==> src/rtl/minirv_pkg.sv <==
// Shared encodings for the minirv core: ALU operations, opcodes, memory access
// types, trap codes and the control bundle handed from decode to execute.
package minirv_pkg;

   localparam logic [3:0] ALU_ADD  = 4'b0000;
   localparam logic [3:0] ALU_SUB  = 4'b0001;
   localparam logic [3:0] ALU_AND  = 4'b0010;
   localparam logic [3:0] ALU_OR   = 4'b0011;
   localparam logic [3:0] ALU_XOR  = 4'b0100;
   localparam logic [3:0] ALU_SLL  = 4'b0101;
   localparam logic [3:0] ALU_SRL  = 4'b0110;
   localparam logic [3:0] ALU_SRA  = 4'b0111;
   localparam logic [3:0] ALU_SLT  = 4'b1000;
   localparam logic [3:0] ALU_SLTU = 4'b1001;

   localparam logic [6:0] OPC_LOAD   = 7'b0000011;
   localparam logic [6:0] OPC_OP_IMM = 7'b0010011;
   localparam logic [6:0] OPC_STORE  = 7'b0100011;
   localparam logic [6:0] OPC_OP     = 7'b0110011;
   localparam logic [6:0] OPC_LUI    = 7'b0110111;
   localparam logic [6:0] OPC_JALR   = 7'b1100111;
   localparam logic [6:0] OPC_SYSTEM = 7'b1110011;

   localparam logic [2:0] F3_ADD  = 3'b000;
   localparam logic [2:0] F3_LW   = 3'b010;
   localparam logic [2:0] F3_LBU  = 3'b100;
   localparam logic [2:0] F3_SW   = 3'b010;
   localparam logic [2:0] F3_SB   = 3'b000;
   localparam logic [2:0] F3_JALR = 3'b000;
   localparam logic [6:0] F7_ADD  = 7'b0000000;

   localparam logic [31:0] INST_EBREAK = 32'h0010_0073;

   localparam logic [31:0] TRAP_GOOD  = 32'd0;
   localparam logic [31:0] TRAP_ABORT = 32'd1;

   typedef enum logic [1:0] {
      MEM_NONE  = 2'b00,
      MEM_LOAD  = 2'b01,
      MEM_STORE = 2'b10
   } mem_e;

   typedef enum logic [1:0] {
      SIZE_BYTE = 2'b00,
      SIZE_WORD = 2'b10
   } size_e;

   typedef struct packed {
      logic [3:0] alu_op;
      logic [4:0] rd;
      logic       rf_wen;
      mem_e       mem;
      size_e      size;
      logic       jalr;
      logic       ebreak;
      logic       illegal;
   } idu_ctrl_t;

   // One extra bit so that nreg = 32 is representable in the comparison.
   function automatic logic reg_in_range(input logic [4:0] idx, input int nreg);
      return {1'b0, idx} < 6'(nreg);
   endfunction

endpackage

==> src/rtl/minirv_regfile.sv <==
// Integer register file: two combinational read ports with same-cycle write
// bypass, one synchronous write port; x0 is hardwired to zero.
module minirv_regfile
   import minirv_pkg::*;
#(
   parameter int NREG = 16,
   parameter int XLEN = 32
) (
   input  logic            clk,
   input  logic            rst,
   input  logic            wen,
   input  logic [4:0]      waddr,
   input  logic [XLEN-1:0] wdata,
   input  logic [4:0]      raddr1,
   input  logic [4:0]      raddr2,
   output logic [XLEN-1:0] rdata1,
   output logic [XLEN-1:0] rdata2
);

   localparam int AW = $clog2(NREG);

   logic [XLEN-1:0] r_regs [NREG];
   logic            w_wr;
   logic            w_rd1_ok;
   logic            w_rd2_ok;

   assign w_wr     = wen && !rst && (waddr != 5'd0) && reg_in_range(waddr, NREG);
   assign w_rd1_ok = (raddr1 != 5'd0) && reg_in_range(raddr1, NREG);
   assign w_rd2_ok = (raddr2 != 5'd0) && reg_in_range(raddr2, NREG);

   // NOTE: the array is reset because architectural state must read zero after
   // reset; a storage array without that requirement would be left unreset.
   always_ff @(posedge clk) begin
      if (rst) begin
         for (int i = 0; i < NREG; i++) begin
            r_regs[i] <= '0;
         end
      end else if (w_wr) begin
         r_regs[waddr[AW-1:0]] <= wdata;
      end
   end

   assign rdata1 = !w_rd1_ok                   ? '0    :
                   (w_wr && (waddr == raddr1)) ? wdata :
                                                 r_regs[raddr1[AW-1:0]];

   assign rdata2 = !w_rd2_ok                   ? '0    :
                   (w_wr && (waddr == raddr2)) ? wdata :
                                                 r_regs[raddr2[AW-1:0]];

endmodule

==> src/rtl/minirv_idu.sv <==
// minirv decode stage: decodes the instruction subset, reads the register file
// and holds one decoded bundle for the EXU behind a valid/ready handshake.
module minirv_idu
   import minirv_pkg::*;
#(
   parameter int NREG = 16,
   parameter int XLEN = 32
) (
   input  logic            clk,
   input  logic            rst,
   input  logic            in_valid,
   output logic            in_ready,
   input  logic [31:0]     in_inst,
   input  logic [XLEN-1:0] in_pc,
   input  logic            wb_en,
   input  logic [4:0]      wb_rd,
   input  logic [XLEN-1:0] wb_data,
   output logic            out_valid,
   input  logic            out_ready,
   output logic [3:0]      out_alu_op,
   output logic [XLEN-1:0] out_a,
   output logic [XLEN-1:0] out_b,
   output logic [XLEN-1:0] out_sdata,
   output logic [4:0]      out_rd,
   output logic            out_rf_wen,
   output logic [1:0]      out_mem,
   output logic [1:0]      out_size,
   output logic            out_jalr,
   output logic [XLEN-1:0] out_link,
   output logic            out_ebreak,
   output logic            out_illegal
);

   logic [6:0]      w_opcode;
   logic [2:0]      w_f3;
   logic [6:0]      w_f7;
   logic [4:0]      w_rs1;
   logic [4:0]      w_rs2;
   logic [4:0]      w_rd;
   logic [XLEN-1:0] w_imm_i;
   logic [XLEN-1:0] w_imm_s;
   logic [XLEN-1:0] w_imm_u;
   logic [XLEN-1:0] w_rdata1;
   logic [XLEN-1:0] w_rdata2;

   logic            w_known;
   logic            w_use_rs1;
   logic            w_use_rs2;
   logic            w_use_rd;
   logic            w_regs_ok;
   idu_ctrl_t       w_ctrl;
   logic [XLEN-1:0] w_a;
   logic [XLEN-1:0] w_b;
   logic [XLEN-1:0] w_sdata;
   logic            w_xfer;

   logic            r_valid;
   idu_ctrl_t       r_ctrl;
   logic [XLEN-1:0] r_a;
   logic [XLEN-1:0] r_b;
   logic [XLEN-1:0] r_sdata;
   logic [XLEN-1:0] r_link;

   assign w_opcode = in_inst[6:0];
   assign w_rd     = in_inst[11:7];
   assign w_f3     = in_inst[14:12];
   assign w_rs1    = in_inst[19:15];
   assign w_rs2    = in_inst[24:20];
   assign w_f7     = in_inst[31:25];
   assign w_imm_i  = {{(XLEN-12){in_inst[31]}}, in_inst[31:20]};
   assign w_imm_s  = {{(XLEN-12){in_inst[31]}}, in_inst[31:25], in_inst[11:7]};
   assign w_imm_u  = {{(XLEN-32){in_inst[31]}}, in_inst[31:12], 12'b0};

   minirv_regfile #(
      .NREG (NREG),
      .XLEN (XLEN)
   ) u_regfile (
      .clk    (clk),
      .rst    (rst),
      .wen    (wb_en),
      .waddr  (wb_rd),
      .wdata  (wb_data),
      .raddr1 (w_rs1),
      .raddr2 (w_rs2),
      .rdata1 (w_rdata1),
      .rdata2 (w_rdata2)
   );

   // NOTE: every signal driven here gets a default first so that no path through
   // the case statement leaves it unassigned and infers a latch.
   always_comb begin
      w_known   = 1'b0;
      w_use_rs1 = 1'b0;
      w_use_rs2 = 1'b0;
      w_use_rd  = 1'b0;
      w_ctrl    = '0;
      w_ctrl.alu_op = ALU_ADD;
      w_a       = '0;
      w_b       = '0;
      w_sdata   = '0;

      case (w_opcode)
         OPC_OP: begin
            if (w_f3 == F3_ADD && w_f7 == F7_ADD) begin
               w_known   = 1'b1;
               w_use_rs1 = 1'b1;
               w_use_rs2 = 1'b1;
               w_use_rd  = 1'b1;
               w_a       = w_rdata1;
               w_b       = w_rdata2;
            end
         end
         OPC_OP_IMM: begin
            if (w_f3 == F3_ADD) begin
               w_known   = 1'b1;
               w_use_rs1 = 1'b1;
               w_use_rd  = 1'b1;
               w_a       = w_rdata1;
               w_b       = w_imm_i;
            end
         end
         OPC_LUI: begin
            w_known  = 1'b1;
            w_use_rd = 1'b1;
            w_b      = w_imm_u;
         end
         OPC_LOAD: begin
            if (w_f3 == F3_LW || w_f3 == F3_LBU) begin
               w_known     = 1'b1;
               w_use_rs1   = 1'b1;
               w_use_rd    = 1'b1;
               w_a         = w_rdata1;
               w_b         = w_imm_i;
               w_ctrl.mem  = MEM_LOAD;
               w_ctrl.size = (w_f3 == F3_LW) ? SIZE_WORD : SIZE_BYTE;
            end
         end
         OPC_STORE: begin
            if (w_f3 == F3_SW || w_f3 == F3_SB) begin
               w_known     = 1'b1;
               w_use_rs1   = 1'b1;
               w_use_rs2   = 1'b1;
               w_a         = w_rdata1;
               w_b         = w_imm_s;
               w_sdata     = w_rdata2;
               w_ctrl.mem  = MEM_STORE;
               w_ctrl.size = (w_f3 == F3_SW) ? SIZE_WORD : SIZE_BYTE;
            end
         end
         OPC_JALR: begin
            if (w_f3 == F3_JALR) begin
               w_known     = 1'b1;
               w_use_rs1   = 1'b1;
               w_use_rd    = 1'b1;
               w_a         = w_rdata1;
               w_b         = w_imm_i;
               w_ctrl.jalr = 1'b1;
            end
         end
         OPC_SYSTEM: begin
            if (in_inst == INST_EBREAK) begin
               w_known       = 1'b1;
               w_ctrl.ebreak = 1'b1;
            end
         end
         default: ;
      endcase

      // Only the register fields an instruction actually uses must name an
      // existing register; other bit positions belong to immediates.
      w_regs_ok = (!w_use_rs1 || reg_in_range(w_rs1, NREG)) &&
                  (!w_use_rs2 || reg_in_range(w_rs2, NREG)) &&
                  (!w_use_rd  || reg_in_range(w_rd,  NREG));

      if (w_known && w_regs_ok) begin
         w_ctrl.rf_wen = w_use_rd;
         w_ctrl.rd     = w_use_rd ? w_rd : 5'd0;
      end else begin
         w_ctrl         = '0;
         w_ctrl.alu_op  = ALU_ADD;
         w_ctrl.illegal = 1'b1;
         w_a            = '0;
         w_b            = '0;
         w_sdata        = '0;
      end
   end

   assign in_ready = !r_valid || out_ready;
   assign w_xfer   = in_valid && in_ready;

   // NOTE: state registers use non-blocking assignments so every flop samples
   // the pre-edge values regardless of statement order.
   always_ff @(posedge clk) begin
      if (rst) begin
         r_valid <= 1'b0;
         r_ctrl  <= '0;
         r_a     <= '0;
         r_b     <= '0;
         r_sdata <= '0;
         r_link  <= '0;
      end else if (w_xfer) begin
         r_valid <= 1'b1;
         r_ctrl  <= w_ctrl;
         r_a     <= w_a;
         r_b     <= w_b;
         r_sdata <= w_sdata;
         r_link  <= in_pc + XLEN'(4);
      end else if (out_ready) begin
         r_valid <= 1'b0;
      end
   end

   assign out_valid   = r_valid;
   assign out_alu_op  = r_ctrl.alu_op;
   assign out_a       = r_a;
   assign out_b       = r_b;
   assign out_sdata   = r_sdata;
   assign out_rd      = r_ctrl.rd;
   assign out_rf_wen  = r_ctrl.rf_wen;
   assign out_mem     = r_ctrl.mem;
   assign out_size    = r_ctrl.size;
   assign out_jalr    = r_ctrl.jalr;
   assign out_link    = r_link;
   assign out_ebreak  = r_ctrl.ebreak;
   assign out_illegal = r_ctrl.illegal;

endmodule

==> config.mk <==
export PLATFORM = sky130hd
export DESIGN_NAME = minirv_idu
export DESIGN_NICKNAME = d
export VERILOG_FILES = /design/src/rtl/minirv_pkg.sv /design/src/rtl/minirv_regfile.sv /design/src/rtl/minirv_idu.sv
export SDC_FILE = /design/constraint.sdc
export NUM_CORES = 1
export LEC_CHECK = 0
export ABC_CLOCK_PERIOD_IN_PS = 3050
export BUFFER_PORTS_ARGS = -buffer_cell sky130_fd_sc_hd__clkbuf_2
export CAP_MARGIN = 0
export CORE_AREA = 2 2 267 269
export CTS_CLUSTER_SIZE = 24
export DETAILED_ROUTE_END_ITERATION = 7
export DIE_AREA = 0 0 269 271
export GPL_ROUTABILITY_DRIVEN = 0
export GPL_TIMING_DRIVEN = 0
export PLACE_DENSITY = 0.63
export SLEW_MARGIN = 30
export SYNTH_ARGS = -nofsm -noshare
export SYNTH_HDL_FRONTEND = slang
export SYNTH_SLANG_ARGS = --single-unit
export TNS_END_PERCENT = 20
==> constraint.sdc <==
create_clock -name clk -period 3.05 [get_ports clk]
set_clock_uncertainty 0.15 [all_clocks]
set_input_delay 0.4575 -clock clk [delete_from_list [all_inputs] [get_ports clk]]
set_output_delay 0.4575 -clock clk [all_outputs]
set_load 0.01 [all_outputs]
Yosys cells after proc, flatten, opt, wreduce, memory -nomap -nowiden
Memory sizes are Yosys's and may differ from the RTL's.
Index checks and enable logic that the tools add are counted.

word-level totals
  register bits after elaboration = 142
  memory bits (writable) = 512
  bits of input ports = 106
  output and inout bits = 147
  word-level logic and storage cells = 108
  memories = 1

memory list
  name              words  width  read ports  clocked after memory_dff  wr ports  line                  source
  u_regfile.r_regs  16     32     2           0                         16        minirv_regfile.sv:22  logic [XLEN-1:0] r_regs [NREG];

operators by class
  add/subtract/negate cells = 1
  $lt $le $gt $ge = 4
  equality and inequality tests = 12
  muxes and demuxes = 47
  reduce and logical (&&, ||, !) cells = 31

operators with widths
  operator                 number
  $mux W32                 18
  $pmux W32 S5             1
  $pmux W32 S4             1
  $add A32 B3 Y32 const B  1
  $eq A32 B21 Y1 const B   1
  $reduce_or A32 Y1        1
  $eq A7 B6 Y1 const B     3
  $lt A5 B5 Y1 const B     4
  $mux W1                  15
  $reduce_bool A5 Y1       3
  $eq A7 B7 Y1 const B     2
  $logic_and A1 B1 Y1      12
  $eq A5 B5 Y1             2
  $mux W4                  2
  $pmux W1 S4              2
  $pmux W4 S2              1
  $eq A7 B2 Y1 const B     1
  $eq A7 B5 Y1 const B     1
  $logic_not A7 Y1         1
  $mux W7                  1
  $logic_or A1 B1 Y1       6
  $mux W6                  1
  $pmux W1 S6              1
  $logic_not A1 Y1         5
  other kinds (9)          9

Longest topological paths before layout
Gate-level depths: netlist (run 1).

  depth in word-level cells = 10
  mapped depth = 10
  gate-level depth less buffers = 7

Hierarchy
Synthesis (run 1) repeated with hierarchy kept, for this count alone.

unflattened totals
  cells, all modules = 2385
  area total of the unflattened synthesis = 33797.4 um^2

modules (own cells, without submodules)
  module          times used  cells an instance  area an instance (um^2)  seq. area each (um^2)
  minirv_regfile  1           1791               27855.5                  15374.7
  minirv_idu      1           594                5941.9                   2822.7

Least setup slack after synthesis (run 1)
No wires, ideal clock.

  kind = input port to flip-flop
  start = in in_inst[20]
  end = reg r_b[11] (netlist: out_b[11])
  library setup time = 129 ps
  arrival = 2318 ps
  data required time = 2771 ps
  path slack = 453 ps
  stages on the path = 8
  path buffers = 3
  cells stage by stage = clkbuf_8 > buf_2 > buf_2 > mux4_2 > a211oi_1 > a21oi_1 > a221oi_1 > o21ai_0

between the ends
  word-level cells in the longest chain between the ends = 7
  elaborated cells between the ends (all ways) = 18
  those cells by class = 1 x order compare; 2 x eq/ne; 7 x mux; 7 x reduce/logical; 1 x memory

RTL lines
  what                                                                     line               source
  start, declared                                                          minirv_idu.sv:13   input logic [31:0] in_inst,
  parallel branches: the longest is 6 deep, another holds $mem_v2 Z16 W32  n/a
  $mux W32 *                                                               minirv_idu.sv:175  if (w_known && w_regs_ok) begin
  end signal, assigned                                                     minirv_idu.sv:205  r_b <= w_b;
  end, declared                                                            minirv_idu.sv:60   logic [XLEN-1:0] r_b;

Every way passes the cells marked *.
A chain may end at the register's enable or synchronous reset.

Worst setup path after layout (run 1)
  start = in in_inst[22]
  end = reg r_b[20] (netlist: out_b[20])

The elaborated chain is that of the path after synthesis.

==> reports/qor.txt, run 1 <==
Hold Slack = 26.1 ps
Area Overhead vs Synth = 15.0%
Met3 wire length = 17800 µm
Slew headroom = 0.253
Final setup violation count = 18
Worst Path Max Fanout = 10
FMAX = 318 MHz
All-layer global routing usage = 0.361
Number of flops mapped to enable cells by yosys = 512
Layout cells sized above 1 = 0.267
Static leakage = 13.9 nW
Peak supply drop = 0.000336 V
Largest net degree at the start of global routing = 33
Critical path required time = 3460 ps
RSZ-0062 raised after global routing = false
Area leader, netlist = edfxtp_1
Ys async rst share = 0
# Max-Cap Violations = 0
Clock Tree Buf Depth = 3
DR iter-0 viols = 4408
Register area share after synthesis = 0.537
H-tree depth = 3
Vias after detailed routing = 25.9k
Syn. warnings = 0
Flops & latches, synth = 653
Die Footprint = 72900 µm²
Tcrit/Tclk final = 1.03
Status = complete, but fails checks
Synth top area share = 0.454
TritonRoute pass-1 iters = 6
CTS Buf Count = 72
Power per cell area = 556 nW/µm²
Final worst slack = -92.0 ps
Register Area = 18200 µm²
Final hold violations = 0
Placed instance count = 3736
DRC viols = 0
Worst slew pin tran = 1120 ps
CTS Sinks = 653
Uppermost layer routed = met5
Cell count after synthesis = 2524
Final #Nets = 2987
Crit end category = register
Final core utilization = 0.559
Vias in the first global route = 25.4k
Core area = 69800 µm²
Initial Util = 0.486
Power Total = 21.7 mW
Most common cell in the netlist = edfxtp_1
Distinct cell type count after synthesis = 69
Global-route wire length before repair = 183000 µm
Num ports = 253
Chip height = 271 µm
Root buffer cell = clkbuf_16
Die Wd = 269 µm
Failing checks = setup timing
Predominant post-synthesis flop cell = edfxtp_1
Antenna viol nets, final = 0
Total wire length = 131000 µm
Max-slew violations = 0
Min Clock Period, post-route = 3140 ps
Wire length on met2 = 55700 µm
Worst hold path class = input pin to register
Fill count = 5751
CP Data Arrival Time = 3550 ps
Met1 WL = 50100 µm
Worst-path clk slew = 60 ps
Post-DP HPWL = 88300 µm
Synthesized area = 33900 µm²
Wire length per cell = 33.8 µm
Row count = 97
Initial antenna violation count = 11
Area contributors post-synth = edfxtp_1, mux4_2, and2_1
Element type at the critical path start = input pin
Clock Latency Late Sink = 640 ps
Most frequent cells after synthesis = edfxtp_1, and2_1, mux4_2
Syn_area_per_cell = 13.4 µm²
Port Buffer Count = 234
WS Path Type = input pin to register
CTS tree = yes
Fin cells = 3884
Total congestion overflow = 0
Vias per cell = 6.68
Footprint of the multi-input gates = 14800 µm²
metal layers:
layer | global-route usage | up-vias
met3 | 0.0998 | 440
met1 | 0.508 | 13045
li1 | - | 10283
met2 | 0.513 | 2156
met5 | 0 | -
met4 | 0.180 | 4
cell usage in the layout, fill, tap and decap left out, types with 9 or more instances in the layout:
cell type / instances
a211oi_1: 62
a21oi_1: 75
a221oi_2: 17
a22o_1: 20
a22oi_1: 64
and2_1: 491
buf_2: 44
buf_4: 17
clkbuf_1: 163
clkbuf_16: 76
clkbuf_2: 261
clkbuf_8: 9
clkinv_2: 12
conb_1: 37
dfxtp_1: 141
dlygate4sd3_1: 9
edfxtp_1: 512
mux2_2: 32
mux2i_1: 64
mux4_2: 256
nand2_1: 119
nand3_1: 13
nand4_1: 12
nor2_1: 88
nor2b_1: 34
nor3_1: 12
o21ai_0: 108
o21ai_1: 9
or2_4: 15
xnor2_1: 13
xor2_1: 23
report_power, final:
part	switching (mW)	internal, mW	total, mW
Combinational	1.56	1.01	2.57
Clock	3.77	5.08	8.86
Sequential	0.219	10.0	10.2
what timing repair did:
action | CTS | global route
setup endpoints to repair | 69 | 80
setup buffers | 2 | 0
hold buffers | 8 | 1
gates resized for setup | 13 | 16
endpoints found under the hold margin | 8 | 1
pin swaps | 1 | 0
state kept, by name, indices dropped and copies added, names as in the netlist:
signal / cells
out_a: 32
out_b: 32
out_ebreak: 1
out_illegal: 1
out_jalr: 1
out_link: 32
out_mem: 2
out_rd: 5
out_rf_wen: 1
out_sdata: 32
out_size: 1
out_valid: 1
u_regfile.r_regs: 512
critical path: stages:
cell	delay, ps
clkbuf_1	450
buf_2	340
clkbuf_2	550
clkbuf_1	650
a211oi_1	200
a21oi_1	480
a21oi_1	160
a221oi_2	240
final cells by class:
class,instances,area share
diodes,5,0.000321
plain buffers,245,0.0296
clock buffers,100,0.0519
clock inverters,33,0.00783
inverters,5,0.000481
multi-input cells,1656,0.379
flip-flops and latches,653,0.467
well taps,940,0.0302
repair buffers,247,0.0334
metrics by stage:
stage          TNS (ps)  cell area (µm²)  worst slack [ps]
2_1_floorplan         0            34000               453
3_3_place_gp    -300500            36400             -1070
3_5_place_dp     -90890            36500              -951
4_1_cts            -128            38900             -28.7
5_1_grt               0            39000              1.98
6_report           -546            39000             -92.0
path summary, 6_finish.rpt:
kind	depth (start not counted)	start	slack, ps	to
setup / recovery	8	in_inst[22]	-90	out_b[20]
hold / removal	3	in_pc[7]	30	out_link[7]
setup reg to reg	7	out_valid	190	out_a[0]
hold reg to reg	2	out_a[11]	300	out_a[11]
kinds of logic (layout without fill, tap and decap cells):
family	after synthesis	after routing	synth area share
simple gates	831	831	0.140
flops	653	653	0.537
buf+inv	251	630	0.0333
compound gates	399	399	0.0802
mux	352	352	0.200
fa+ha+maj	1	1	0.000369
xor+xnor	36	36	0.00930
other cells	1	42	0.000111
No activity file was read; power rests on OpenSTA's default activity.
==> run 2, diff against run 1 <==
--- a/config.mk
+++ b/config.mk
@@ -6,7 +6,7 @@
 export NUM_CORES = 1
 export LEC_CHECK = 0
 export ABC_CLOCK_PERIOD_IN_PS = 3050
-export BUFFER_PORTS_ARGS = -buffer_cell sky130_fd_sc_hd__clkbuf_2
+export BUFFER_PORTS_ARGS = -buffer_cell sky130_fd_sc_hd__buf_4
 export CAP_MARGIN = 0
 export CORE_AREA = 2 2 267 269
 export CTS_CLUSTER_SIZE = 24
==> run 2 against run 1 <==
Effect of this change:
- the flow still finishes with violations (setup timing)
- fmax is 4.2% lower
- sequential power hardly changed
- power grew 0.59%
- via count is 0.47% lower
- first-iteration DRC count down 7.9%
- sequential share of layout area decreased by 0.85 points
==> reports/qor.txt, run 2 (synthesized netlist as in run 1, its figures left out) <==
Status = complete, but fails checks
Failing checks = setup timing
R2r worst-path depth = 7
Die Wd = 269 µm
Worst slew pin tran = 1150 ps
Critical path required time = 3380 ps
Core area = 69800 µm²
Wire length per cell = 33.9 µm
Initial antenna violation count = 3
Tcrit/Tclk final = 1.07
Max-slew violations = 0
All-layer global routing usage = 0.362
# Max-Cap Violations = 0
Area Overhead vs Synth = 17.1%
WS Path Type = input pin to register
Final #Nets = 2994
Global-route wire length before repair = 183000 µm
FMAX = 305 MHz
DR iter-0 viols = 4060
Crit end category = register
CP startpoint = in_inst[15]
Reg2Reg Setup Slack = 200 ps
Total congestion overflow = 0
Vias in the first global route = 25.5k
Worst Path Max Fanout = 10
Hold Slack = 22.6 ps
Die Footprint = 72900 µm²
Slew headroom = 0.232
Final core utilization = 0.569
Worst setup endpoint = out_a[30]
Clock Tree Buf Depth = 3
Max reg flops = 512
Final setup violation count = 30
Root buffer cell = clkbuf_16
Port Buffer Count = 234
Commonest cells after routing, fill and taps aside = edfxtp_1, and2_1, mux4_2
Worst hold path class = input pin to register
CP Data Arrival Time = 3610 ps
CTS Buf Count = 72
Clock Latency Late Sink = 630 ps
Register bank with the most flops = u_regfile.r_regs
Final worst slack = -228 ps
Element type at the critical path start = input pin
Min Clock Period, post-route = 3280 ps
R2R Path End = out_a[1]
RSZ-0062 raised after global routing = true
Commonest non-fill, non-tap cell in the layout = edfxtp_1
Vias per cell = 6.62
TritonRoute pass-1 iters = 6
RR Startpoint = out_valid
Vias after detailed routing = 25.8k
Total wire length = 132000 µm
CTS tree = yes
Worst-path clk slew = 60 ps
Final hold violations = 0
Post-DP HPWL = 88800 µm
Antenna viol nets, final = 0
Peak supply drop = 0.000476 V
Largest net degree at the start of global routing = 33
H-tree depth = 3
Layout cells sized above 1 = 0.267
CTS Sinks = 653
Static leakage = 14.1 nW
Placed instance count = 3737
Fin cells = 3898
Initial Util = 0.486
Num ports = 253
DRC viols = 0
Power per cell area = 549 nW/µm²
Row count = 97
Chip height = 271 µm
[run 2: changes by cell type in the layout (fill, tap and decap cells not counted), sizes merged, moves of 2 or more]
cell / delta
buf: +235
clkbuf: -227
diode: +6
dlygate4sd3: +6
inv: -4
bufinv: -2
[run 2: final cells by class]
class                      count  area, µm²
antenna                       11       27.5
buffer                       245       1160
clock buffer                 107       2160
clock inverter                27        221
fill                        5719      30100
inverter                       5       18.8
multi-input combinational   1656      14800
sequential                   653      18200
tap                          940       1180
timing repair buffer         254       1960
[run 2: what timing repair did]
item	CTS	global route
cloned	0	0
buffers inserted	0	2
setup endpoints to repair	70	92
endpoints found under the hold margin	15	0
pin swaps	1	1
hold buffers	15	0
resized for setup	13	20
[run 2: worst min path at each step]
| stage | slack (ps) | depth (start not counted) | end | startpoint |
|---|---|---|---|---|
| finish | 20 | 3 | out_link[16] | in_pc[16] |
| global route | 30 | 3 | out_link[7] | in_pc[7] |
| CTS | 0.8 | 3 | out_link[16] | in_pc[16] |
| detailed placement | 290 | 2 | out_mem[1] | out_mem[1] |
| global placement | 290 | 2 | out_mem[1] | out_mem[1] |
| floorplan | 320 | 2 | out_mem[1] | out_mem[1] |
[run 2: power by group]
| group | internal (mW) | total [mW] | switching (mW) |
|---|---|---|---|
| combinational | 1.07 | 2.64 | 1.57 |
| clock | 5.17 | 8.91 | 3.74 |
| sequential | 10.0 | 10.2 | 0.222 |
| total | 16.3 | 21.8 | 5.53 |
[run 2: routing by layer]
metal  vias to the layer above  global-route usage  routed length (µm)
met5                         -                   0                   0
met4                         0               0.168                6620
met3                       392               0.112               18400
met2                      2105               0.525               57400
met1                     12999               0.498               49600
li1                      10309                   -                   -
[run 2: worst max-delay path, stage by stage]
cell	delay (ps)
clkbuf_1	350
buf_2	410
xor2_1	180
nor3_1	90
a21boi_1	700
clkbuf_1	760
a22oi_1	200
o21ai_0	280
o21ai_0	150
[run 2: metrics by stage]
| step | power, mW | TNS [ps] | instance area, µm² | setup WS [ps] |
|---|---|---|---|---|
| floorplan | 11.8 | 0 | 34000 | 453 |
| global placement | 12.9 | -284470 | 37000 | -1090 |
| detailed placement | 13.0 | -87060 | 37100 | -909 |
| CTS | 21.7 | 0 | 39600 | 3.10 |
| global route | 22.2 | -448 | 39700 | -122 |
| finish | 21.8 | -1960 | 39700 | -228 |
